===== src/rtl/timer_bank_pkg.sv =====
// Shared register map and field positions for the APB3 timer bank.
package timer_bank_pkg;

  // Register offsets inside one channel window
  localparam logic [3:0] OFF_CTRL   = 4'h0;
  localparam logic [3:0] OFF_LOAD   = 4'h4;
  localparam logic [3:0] OFF_COUNT  = 4'h8;
  localparam logic [3:0] OFF_STATUS = 4'hC;

  // CTRL bit positions
  localparam int CTRL_EN       = 0;
  localparam int CTRL_PERIODIC = 1;
  localparam int CTRL_IRQ_EN   = 2;

  // Channel windows are 16 bytes apart; the channel index sits right above the offset
  localparam int CH_SHIFT  = 4;
  localparam int CH_STRIDE = 1 << CH_SHIFT;

  // Summary register of all pending flags
  localparam int GLOBAL_PEND_OFF = 'h100;

  // Width of the irq pulse stretcher (PULSE is at most 255)
  localparam int PULSE_W = 8;

endpackage


===== src/rtl/timer_channel.sv =====
// One timer channel: down-counter with reload, pending flag and irq pulse stretcher.
module timer_channel
  import timer_bank_pkg::*;
#(
  parameter int CNT_W = 32,
  parameter int PULSE = 1
) (
  input  logic             clk,
  input  logic             rst,
  input  logic             ctrl_we,
  input  logic [2:0]       ctrl_wdata,
  input  logic             load_we,
  input  logic [CNT_W-1:0] load_wdata,
  input  logic             status_clr,
  output logic [2:0]       ctrl,
  output logic [CNT_W-1:0] load,
  output logic [CNT_W-1:0] count,
  output logic             pending,
  output logic             pulse
);

  logic                stop_wr;
  logic                start_wr;
  logic                running;
  logic                expire;
  logic                periodic_eff;
  logic [PULSE_W-1:0]  pulse_cnt;

  // A disabling write in the same cycle as count==1 suppresses the expiry.
  assign stop_wr      = ctrl_we && !ctrl_wdata[CTRL_EN];
  assign start_wr     = ctrl_we && ctrl_wdata[CTRL_EN] && !ctrl[CTRL_EN];
  assign running      = ctrl[CTRL_EN] && !stop_wr;
  assign expire       = running && (count == CNT_W'(1));
  assign periodic_eff = ctrl_we ? ctrl_wdata[CTRL_PERIODIC] : ctrl[CTRL_PERIODIC];
  assign pulse        = (pulse_cnt != '0);

  // Configuration registers; a one-shot expiry drops the enable bit.
  always_ff @(posedge clk) begin
    if (rst) begin
      ctrl <= '0;
      load <= '0;
    end else begin
      if (load_we) load <= load_wdata;
      if (ctrl_we) ctrl <= ctrl_wdata;
      if (expire && !periodic_eff) ctrl[CTRL_EN] <= 1'b0;
    end
  end

  // Counter: load on enable, decrement while running, reload or park at 0 on expiry.
  always_ff @(posedge clk) begin
    if (rst) begin
      count <= '0;
    end else if (start_wr) begin
      count <= load;
    end else if (expire) begin
      count <= periodic_eff ? load : '0;
    end else if (running && (count != '0)) begin
      count <= count - CNT_W'(1);
    end
  end

  // Pending flag: a same-cycle expiry beats the W1C clear.
  always_ff @(posedge clk) begin
    if (rst) begin
      pending <= 1'b0;
    end else if (expire) begin
      pending <= 1'b1;
    end else if (status_clr) begin
      pending <= 1'b0;
    end
  end

  // Pulse stretcher: each expiry restarts the full PULSE-cycle window.
  always_ff @(posedge clk) begin
    if (rst) begin
      pulse_cnt <= '0;
    end else if (expire) begin
      pulse_cnt <= PULSE_W'(PULSE);
    end else if (pulse_cnt != '0) begin
      pulse_cnt <= pulse_cnt - PULSE_W'(1);
    end
  end

endmodule


===== src/rtl/apb3_timer_bank.sv =====
// APB3 slave exposing NCH independent down-counting timers with irq pulse and level outputs.
module apb3_timer_bank
  import timer_bank_pkg::*;
#(
  parameter int NCH        = 4,
  parameter int CNT_W      = 32,
  parameter int ADDR_WIDTH = 16,
  parameter int PULSE      = 1
) (
  input  logic                  io_systemClk,
  input  logic                  io_systemReset,
  input  logic [ADDR_WIDTH-1:0] PADDR,
  input  logic                  PSEL,
  input  logic                  PENABLE,
  input  logic                  PWRITE,
  input  logic [31:0]           PWDATA,
  output logic [31:0]           PRDATA,
  output logic                  PREADY,
  output logic                  PSLVERROR,
  output logic [NCH-1:0]        irq_pulse,
  output logic                  irq_level
);

  logic                      access;
  logic                      in_ch;
  logic                      is_gp;
  logic                      off_ok;
  logic                      mapped;
  logic                      err;
  logic                      wr_ok;
  logic [3:0]                ch_sel;
  logic [3:0]                off;
  logic [31:0]               rdata;

  logic [NCH-1:0][2:0]       ctrl_q;
  logic [NCH-1:0][CNT_W-1:0] load_q;
  logic [NCH-1:0][CNT_W-1:0] count_q;
  logic [NCH-1:0]            pending_q;
  logic [NCH-1:0]            irq_src;

  assign access = PSEL & PENABLE;
  assign ch_sel = PADDR[CH_SHIFT+3:CH_SHIFT];
  assign off    = PADDR[3:0];
  assign in_ch  = PADDR < ADDR_WIDTH'(NCH * CH_STRIDE);
  assign is_gp  = PADDR == ADDR_WIDTH'(GLOBAL_PEND_OFF);
  assign off_ok = (off == OFF_CTRL) || (off == OFF_LOAD) ||
                  (off == OFF_COUNT) || (off == OFF_STATUS);
  assign mapped = is_gp || (in_ch && off_ok);
  assign err    = access && (!mapped || (PWRITE && (is_gp || off == OFF_COUNT)));
  assign wr_ok  = access && PWRITE && !err && !io_systemReset;

  assign PREADY    = 1'b1;
  assign PSLVERROR = err && !io_systemReset;
  assign irq_level = |irq_src;

  for (genvar c = 0; c < NCH; c++) begin : g_ch
    logic ch_wr;
    assign ch_wr      = wr_ok && in_ch && (ch_sel == 4'(c));
    assign irq_src[c] = pending_q[c] & ctrl_q[c][CTRL_IRQ_EN];

    timer_channel #(
      .CNT_W (CNT_W),
      .PULSE (PULSE)
    ) u_ch (
      .clk        (io_systemClk),
      .rst        (io_systemReset),
      .ctrl_we    (ch_wr && (off == OFF_CTRL)),
      .ctrl_wdata (PWDATA[2:0]),
      .load_we    (ch_wr && (off == OFF_LOAD)),
      .load_wdata (PWDATA[CNT_W-1:0]),
      .status_clr (ch_wr && (off == OFF_STATUS) && PWDATA[0]),
      .ctrl       (ctrl_q[c]),
      .load       (load_q[c]),
      .count      (count_q[c]),
      .pending    (pending_q[c]),
      .pulse      (irq_pulse[c])
    );
  end

  // Read mux; only reads of mapped registers outside reset reach PRDATA.
  always_comb begin
    rdata = '0;
    if (is_gp) begin
      rdata = 32'(pending_q);
    end else begin
      for (int c = 0; c < NCH; c++) begin
        if (ch_sel == 4'(c)) begin
          case (off)
            OFF_CTRL:   rdata = 32'(ctrl_q[c]);
            OFF_LOAD:   rdata = 32'(load_q[c]);
            OFF_COUNT:  rdata = 32'(count_q[c]);
            OFF_STATUS: rdata = 32'(pending_q[c]);
            default:    rdata = '0;
          endcase
        end
      end
    end
    PRDATA = (access && !PWRITE && mapped && !io_systemReset) ? rdata : '0;
  end

endmodule


===== config.mk =====
export PLATFORM = sky130hd
export DESIGN_NAME = apb3_timer_bank
export DESIGN_NICKNAME = d
export VERILOG_FILES = /design/src/rtl/timer_bank_pkg.sv /design/src/rtl/timer_channel.sv /design/src/rtl/apb3_timer_bank.sv
export SDC_FILE = /design/constraint.sdc
export NUM_CORES = 1
export LEC_CHECK = 0
export ABC_AREA = 1
export CAP_MARGIN = 10
export CORE_ASPECT_RATIO = 0.7
export CORE_MARGIN = 2
export CORE_UTILIZATION = 50
export CTS_BUF_LIST = sky130_fd_sc_hd__clkbuf_16
export DETAILED_ROUTE_END_ITERATION = 8
export PLACE_DENSITY = 0.79
export SLEW_MARGIN = 0
export SYNTH_ARGS = -nofsm -noshare
export SYNTH_HDL_FRONTEND = slang
export SYNTH_SLANG_ARGS = --single-unit

===== constraint.sdc =====
create_clock -name io_systemClk -period 4.65 [get_ports io_systemClk]
set_input_delay 0.93 -clock io_systemClk [delete_from_list [all_inputs] [get_ports io_systemClk]]
set_output_delay 0.93 -clock io_systemClk [all_outputs]
set_load 0.005 [all_outputs]

Yosys cells after proc, flatten, opt, wreduce, memory -nomap -nowiden
Index checks and enable logic that the tools add are counted.

word-level totals
  word-level logic and storage cells = 212
  input bits = 53
  bits in latches = 0
  register bits after elaboration = 304
  RAM bits = 0
  memories kept = 0
  output and inout bits = 39
  memory bits (read-only) = 0

operators by class
  mux-type cells = 46
  equality and inequality tests = 11
  $mul = 0
  shift operators = 0
  $lt $le $gt $ge = 1
  $add $sub $neg = 8
  bitwise operators = 5
  reductions and logical operators = 113
  divide/modulo/power cells = 0

operators with widths
  operator                                             number
  two-way mux 32 bit                                   22
  case mux 32 bit (4 select lines)                     4
  == test 32 x 1 -> 1 bit, second input constant       4
  nonzero test 32 bit                                  4
  subtractor 32 x 1 -> 32 bit, second input constant   4
  logical AND 1 bit                                    59
  nonzero test 8 bit                                   4
  subtractor 8 x 1 -> 8 bit, second input constant     4
  two-way mux 1 bit                                    20
  zero test 1 bit                                      17
  == test 16 x 9 -> 1 bit, second input constant       1
  < comparator 16 x 7 -> 1 bit, second input constant  1
  nonzero test 2 bit                                   8
  OR reduction 2 bit                                   8
  nonzero test 3 bit                                   4
  == test 4 x 2 -> 1 bit, second input constant        2
  == test 4 bit, second input constant                 2
  zero test 4 bit                                      2
  logical OR 1 bit                                     6
  bitwise AND 1 bit                                    5
  == test 4 x 1 -> 1 bit, second input constant        1
  == test 4 x 3 -> 1 bit, second input constant        1
  OR reduction 4 bit                                   1

Depth between registers and ports, before layout
Gate-level depths: netlist (run 1).

  depth after elaboration = 22
  gate-level depth with buffers = 18
  depth with buffers taken out = 17

By module
Synthesis (run 1) repeated with hierarchy kept, for this count alone.

second synthesis, totals
  cells, all modules = 3,501
  area, all modules = 21,802.2 um2

by module, submodules not included
  module           area each (um2)  times used  cells an instance  seq. area each (um2)
  timer_channel    4,714.5          4           727                1,521.5
  apb3_timer_bank  2,944.1          1           593                0.0

Worst setup path before layout (run 1)
Ideal clock, no wire load.

  path type = input -> output
  start point = input PADDR[1]
  end point = output PRDATA[21]
  stages on the path = 8
  path slack = 1,196 ps
  data arrival time = 2,524 ps
  required time = 3,720 ps
  path buffers = 3
  cells stage by stage = nor2_4 nand3_1 inv_1 clkbuf_1 clkbuf_1 buf_1 nand2_1 a311oi_1

on the way
  word-level cells in the longest chain between the ends = 9
  elaborated cells on any way between the ends = 23
  classes of those cells = 1 x order compare; 4 x eq/ne; 10 x mux; 8 x reduce/logical

RTL lines
  element                                                                                   line                   source
  start: declaration                                                                        apb3_timer_bank.sv:12  input logic [ADDR_WIDTH-1:0] PADDR,
  parallel branches: the longest is 8 deep, another holds case mux 32 bit (4 select lines)  -
  two-way mux 32 bit (*)                                                                    apb3_timer_bank.sv:98  PRDATA = (access && !PWRITE && mapped && !io_systemReset) ? rdata : '0;
  end: declaration                                                                          apb3_timer_bank.sv:17  output logic [31:0] PRDATA,

Every way passes the cells marked *.

Worst setup path after layout (run 1)
  start point = input PADDR[7]
  end point = output PRDATA[14]

on the way
  word-level cells in the longest chain between the ends = 7
  elaborated cells on any way between the ends = 16
  classes of those cells = 1 x order compare; 4 x eq/ne; 6 x mux; 5 x reduce/logical

RTL lines
  element                                                                               line
  parallel branches: the longest is 6 deep, another holds < comparator 16 x 7 -> 1 bit  -
  two-way mux 32 bit (*)                                                                apb3_timer_bank.sv:98

Marked as above.

==> run metrics, run 1 <==
total CTS buffers=31; DRT Wirelength=between 60000 and 70000 um; Synth Register Bits=around 300; final setup TNS=0 ps; WL/cell=20.31 um; RePlAce Congestion=between 1 and 1.5; CTS max path bufs=3; worst-skew pair later-pin latency=~600 ps; Worst-Margin Slew=1113 ps; Die X=231.4 um; Crit Path Class=primary input to output port; share of flip-flops with an asynchronous set or reset=0%; hpwl dp=a little under 50000 um; core area=between 30000 and 40000 sq um; Mapped Area=about 18000 sq um; FP Rows=58; die area=between 30000 and 40000 sq um; CP max stage delay=500 ps; commonest non-fill, non-tap cell in the layout=nand2_1; Clock Pin Slew Worst Setup and Hold Paths=~60 ps; final setup fails=0; Die Ht=between 150 and 200 um; Final Cycle Share=around 100%; total gr overflow=0; Hold Buf Count CTS=0; Unique masters post-synth=53; Power Total=approximately 6.3 mW; Clock Sinks=roughly 300; Finished Layout Cells=3351; final hold vios=0; CP max-delay cell=clkdlybuf4s50_1; area share of the largest cell type after synthesis=about 34%; Vias=between 20k and 25k; Tightest Hold Check Type=flip-flop to flip-flop; DRT iter0 DRCs=~2.8k; min cycle time layout=approximately 4600 ps; run status=complete, no violations; Initial Util=between 50% and 60%; dominant synthesized flop cell=dfxtp_1; skew final=~15 ps; CTS tree=built; Synth area leaders=dfxtp_1 (34%), nand2_1 (12%), o21ai_0 (10%); syn avg cell area=roughly 6.5 sq um; n_diodes=0; Max-cap violations=0; delay-heaviest family, CP=buffers and inverters; Final Util=~58%; maximum number of pins on one net before global-route repair=between 100 and 150; Slew Viols, Final=0; # nets final=~2.9k; most frequent cells in the layout=nand2_1 (600), o21ai_0 (371), nor2_1 (314), dfxtp_1 (304), a21oi_1 (298); Cells after Synth=~2.8k; Cells after DPL=3293; worst-path cell chain=clkdlybuf4s50_1 > nor2_4 > nand2_2 > inv_1 > buf_4 > a221oi_1 > a311oi_2 > buf_4 > clkdlybuf4s50_1; IO buf count=90; unrepaired setup endpoints after global routing=false; yosys warns=0; peak supply drop=between 200 and 300 uV; area leader, netlist=dfxtp_1; sequential share of the synthesized area=between 30% and 40%; share of post-route cells with drive strength above 1=approximately 6.3%; first-pass GRT wire length=104100 um; CTS root buf=clkbuf_16; Max-slew headroom=25.09%; post-CTS repair timing setup buffer count=0; htree depth=1; GRT Total Usage=between 30% and 40%; crit start category=primary input; WP data arrival=about 3700 ps; DRT Pass-1 Iters=6; Via-to-Cell Ratio=between 6 and 7; I/O pin count=92; Post-synth EDFFs=0; Buf+Inv Stages, Crit Path=5; crit path max fanout=18; ANT nets after route=0; vias in the first global route=18.00k; Area growth, synth to finish=14.45%; Syn Nets=2870; Residual DRC=0; Leak=roughly 9.3 nW; initial antenna violation count=0; pwr/cell area=303.4 nW/um^2; Max Freq=about 220 MHz; Crit path required time=approximately 3700 ps; Setup crit end kind=output port
==> power by group <==
part,internal (mW),leakage (nW),switching [mW]
Combinational,0.402,6.39,0.558
Sequential,2.72,2.45,0.0829
Clock,1.38,0.491,1.14
==> worst paths after layout <==
| path | startpoint | to | slack (ps) | cells after the start |
|---|---|---|---|---|
| setup / recovery | PADDR[7] | PRDATA[14] | 20 | 9 |
| hold / removal | g_ch[0].u_ch.load[24] | g_ch[0].u_ch.count[24] | 480 | 2 |
| setup reg to reg | g_ch[0].u_ch.count[0] | g_ch[0].u_ch.count[4] | 1500 | 12 |
| hold reg to reg | g_ch[0].u_ch.load[24] | g_ch[0].u_ch.count[24] | 480 | 2 |
==> cells by family (layout without fill, tap and decap cells) <==
group / count (synthesis) / count (layout) / synth area share (%)
simple gates: 1205 / 1205 / 28.33
compound gates: 774 / 774 / 23.15
buf+inv: 408 / 474 / 9.159
flops: 304 / 304 / 33.62
xor+xnor: 101 / 101 / 4.887
fa+ha+maj: 12 / 12 / 0.8295
other cells: 1 / 1 / 0.02072
==> layer usage <==
layer | vias to the layer above | global-route usage [%] | share of wire [%]
li1 | 9417 | - | -
met1 | 9342 | 50.48 | 42
met2 | 1259 | 51.74 | 41
met3 | 173 | 6.529 | 12
met4 | 0 | 13.90 | 4.2
met5 | - | 0 | 0
==> cell usage after synthesis (all sizes together), types with 3 or more instances <==
cell type / count
a211oi: 13
a21oi: 299
a221oi: 23
a311oi: 27
and2: 3
buf: 47
clkbuf: 114
clkinv: 3
dfxtp: 304
ha: 12
inv: 244
nand2: 610
nand3: 149
nand3b: 5
nand4: 37
nor2: 330
nor3: 49
nor4: 10
o21ai: 381
o21bai: 13
o22ai: 4
or2: 7
or3: 4
xnor2: 17
xor2: 84
==> per-stage QoR <==
stage	instance area (sq um)	hold WS (ps)	setup WS [ps]
after detailed placement	19650	467.2	-73.66
after global placement	19650	446.3	-29.77
final	20720	476.8	21.99
after CTS	20650	477.4	42.47
after floorplan	18100	443.4	1196
after global routing	20720	495.2	6.383
==> sequential cells by signal, indices dropped and copies added, names as in the netlist <==
signal and cells:
g_ch.u_ch.count 128, g_ch.u_ch.load 128, g_ch.u_ch.pulse_cnt 32, g_ch.u_ch.ctrl 12
g_ch.u_ch.pending 4
==> final cells by class <==
cell class,instances,area (sq um)
Tap cell,480,600.6
Multi-Input combinational cell,2093,10420
Clock inverter,26,222.7
Timing Repair Buffer,170,1670
Sequential cell,304,6086
Inverter,247,937.1
Clock buffer,31,775.7
Fill cell,3484,15060
==> repair_timing <==
item	in CTS	in global routing
endpoints found under the setup margin	1	12
resized for setup	1	8
cloned	0	1
==> tightest hold or removal path, cell delays in order (launching register included) <==
cell	delay [ps]
dfxtp_1	320
nand2_1	60
a21oi_1	50
No activity file was read; power rests on OpenSTA's default activity.
==> run 2: changes to the inputs <==
Settings changed: CORE_MARGIN 2 to unset, CORE_UTILIZATION 50 to 30, PLACE_DENSITY 0.79 to 0.57, SETUP_SLACK_MARGIN set to 0.4.
==> run metrics, run 2 (same netlist as run 1, synthesis figures left out) <==
run status=complete, no violations; # nets final=a little under 3k; maximum number of pins on one net before global-route repair=~100; area of the multi-input gates=roughly 11000 sq um; share of post-route cells with drive strength above 1=under 10%; Via-to-Cell Ratio=approximately 5.2; top flop regs=g_ch.u_ch.count (128), g_ch.u_ch.load (128), g_ch.u_ch.pulse_cnt (32); pwr/cell area=between 300 and 400 nW/um^2; vias in the first global route=roughly 17k; skew final=25.25 ps; ANT nets after route=0; peak supply drop=approximately 240 uV; unrepaired setup endpoints after global routing=true; DRT iter0 DRCs=about 2.2k; die area=approximately 60000 sq um; Clock Sinks=just over 300; Area growth, synth to finish=20.90%; CP max stage delay=roughly 570 ps; routed wl met2=approximately 28000 um; Max Freq=around 240 MHz; FP Rows=74; Tightest Hold Check Type=flip-flop to flip-flop; IO buf count=90; most frequent cells in the layout=nand2_1 (599), o21ai_0 (366), nor2_1 (311), dfxtp_1 (304), a21oi_1 (296); CTS root buf=clkbuf_16; I/O pin count=92; Leak=10.02 nW; Reg area=between 6000 and 7000 sq um; delay-heaviest family, CP=buffers and inverters; Buf+Inv Stages, Crit Path=4; Vias=19.28k; Die X=about 300 um; Slew Viols, Final=0; Die Ht=just over 200 um; htree depth=2; crit path max fanout=51; commonest non-fill, non-tap cell in the layout=nand2_1; n_diodes=0; fillers=around 6.3k; Hold Buf Count CTS=0; uppermost layer routed=met4; WL/cell=approximately 19 um; CTS tree=built; DR WL met3=about 6800 um; worst-path cell chain=dlygate4sd2_1 > nor2_4 > nand3_4 > buf_12 > o21ai_0 > a221oi_1 > buf_4 > a311oi_1 > clkdlybuf4s50_1; final hold vios=0; crit start category=primary input; hpwl dp=between 50000 and 60000 um; Worst-Margin Slew=slightly above 900 ps; Final Cycle Share=around 90%; Clock Pin Slew Worst Setup and Hold Paths=approximately 50 ps; RePlAce Congestion=about 0.97; Max-cap violations=0; CTS max path bufs=3; worst-skew pair later-pin latency=approximately 530 ps; min cycle time layout=roughly 4200 ps; WP data arrival=3290 ps; Max-slew headroom=37.29%; total gr overflow=0; DRT Pass-1 Iters=7; initial antenna violation count=0; Residual DRC=0; core area=slightly below 60000 sq um; Final Util=37.11%; DRT Wirelength=70050 um; final setup fails=0; Crit Path Class=primary input to output port; final setup TNS=0 ps; Setup crit end kind=output port; first-pass GRT wire length=between 100000 and 150000 um; Metal-1 WL=between 30000 and 40000 um; Crit path required time=~3700 ps; GRT Total Usage=between 20% and 30%; total CTS buffers=35; Initial Util=roughly 30%; CP max-delay cell=clkdlybuf4s50_1
## run 2: cell types whose count changed in the layout (fill, tap and decap cells not counted), sizes merged, moves of 5 or more
cell | previous run | this run
buf | 79 | 99
bufbuf | 0 | 5
clkbuf | 32 | 40
clkdlybuf4s50 | 89 | 64
clkinv | 18 | 11
dlygate4sd2 | 0 | 7
dlymetal6s2s | 1 | 18
inv | 248 | 253
## run 2: worst paths after layout
kind / startpoint / end / slack [ps] / cells past startpoint
max reg2reg: g_ch[0].u_ch.count[1] / g_ch[0].u_ch.count[29] / 1500 / 13
max: PADDR[0] / PRDATA[26] / 430 / 9
min: g_ch[3].u_ch.pulse_cnt[7] / g_ch[3].u_ch.pulse_cnt[6] / 470 / 2
min reg2reg: g_ch[3].u_ch.pulse_cnt[7] / g_ch[3].u_ch.pulse_cnt[6] / 470 / 2
## run 2: layout make-up
cell class                      count  share of cell area, %
Clock inverter                     23                 0.9319
Inverter                          247                  4.379
Clock buffer                       37                  4.231
Sequential cell                   304                  27.81
Timing Repair Buffer              196                  9.897
Tap cell                          798                  4.562
Multi-Input combinational cell   2093                  48.19
## run 2: stage by stage
step | hold WS [ps] | power (mW) | worst slack (ps) | std cells | area, sq um
global placement | 460.7 | 3.797 | 14.62 | 3618 | 20160
detailed placement | 458.0 | 3.803 | 6.046 | 3618 | 20160
finish | 467.1 | 6.588 | 429.8 | 3698 | 21880
CTS | 470.2 | 6.631 | 408.9 | 3690 | 21660
global route | 496.8 | 6.899 | 337.6 | 3698 | 21880
floorplan | 443.4 | 3.524 | 1196 | 2805 | 18100
## run 2: tightest hold or removal path: stages, from the launching register on
cell and delay (ps):
dfxtp_1 300, nand2_1 60, a21oi_1 50
## run 2: metal layers
layer / up-vias / GRT usage, %
met1: 8856 / 34.11
met5: - / 0
met3: 106 / 4.668
met4: 0 / 5.557
li1: 9479 / -
met2: 842 / 31.51
## run 2: power by group
group,leakage (nW),internal [mW],switching (mW)
Combinational,6.98,0.416,0.549
Sequential,2.45,2.72,0.0767
Clock,0.581,1.65,1.17
## run 2: what timing repair did
action	4_1_cts	5_1_grt
cloned	6	2
setup buffers	6	6
setup endpoints to repair	33	31
gates resized for setup	40	48
pin swaps	5	7
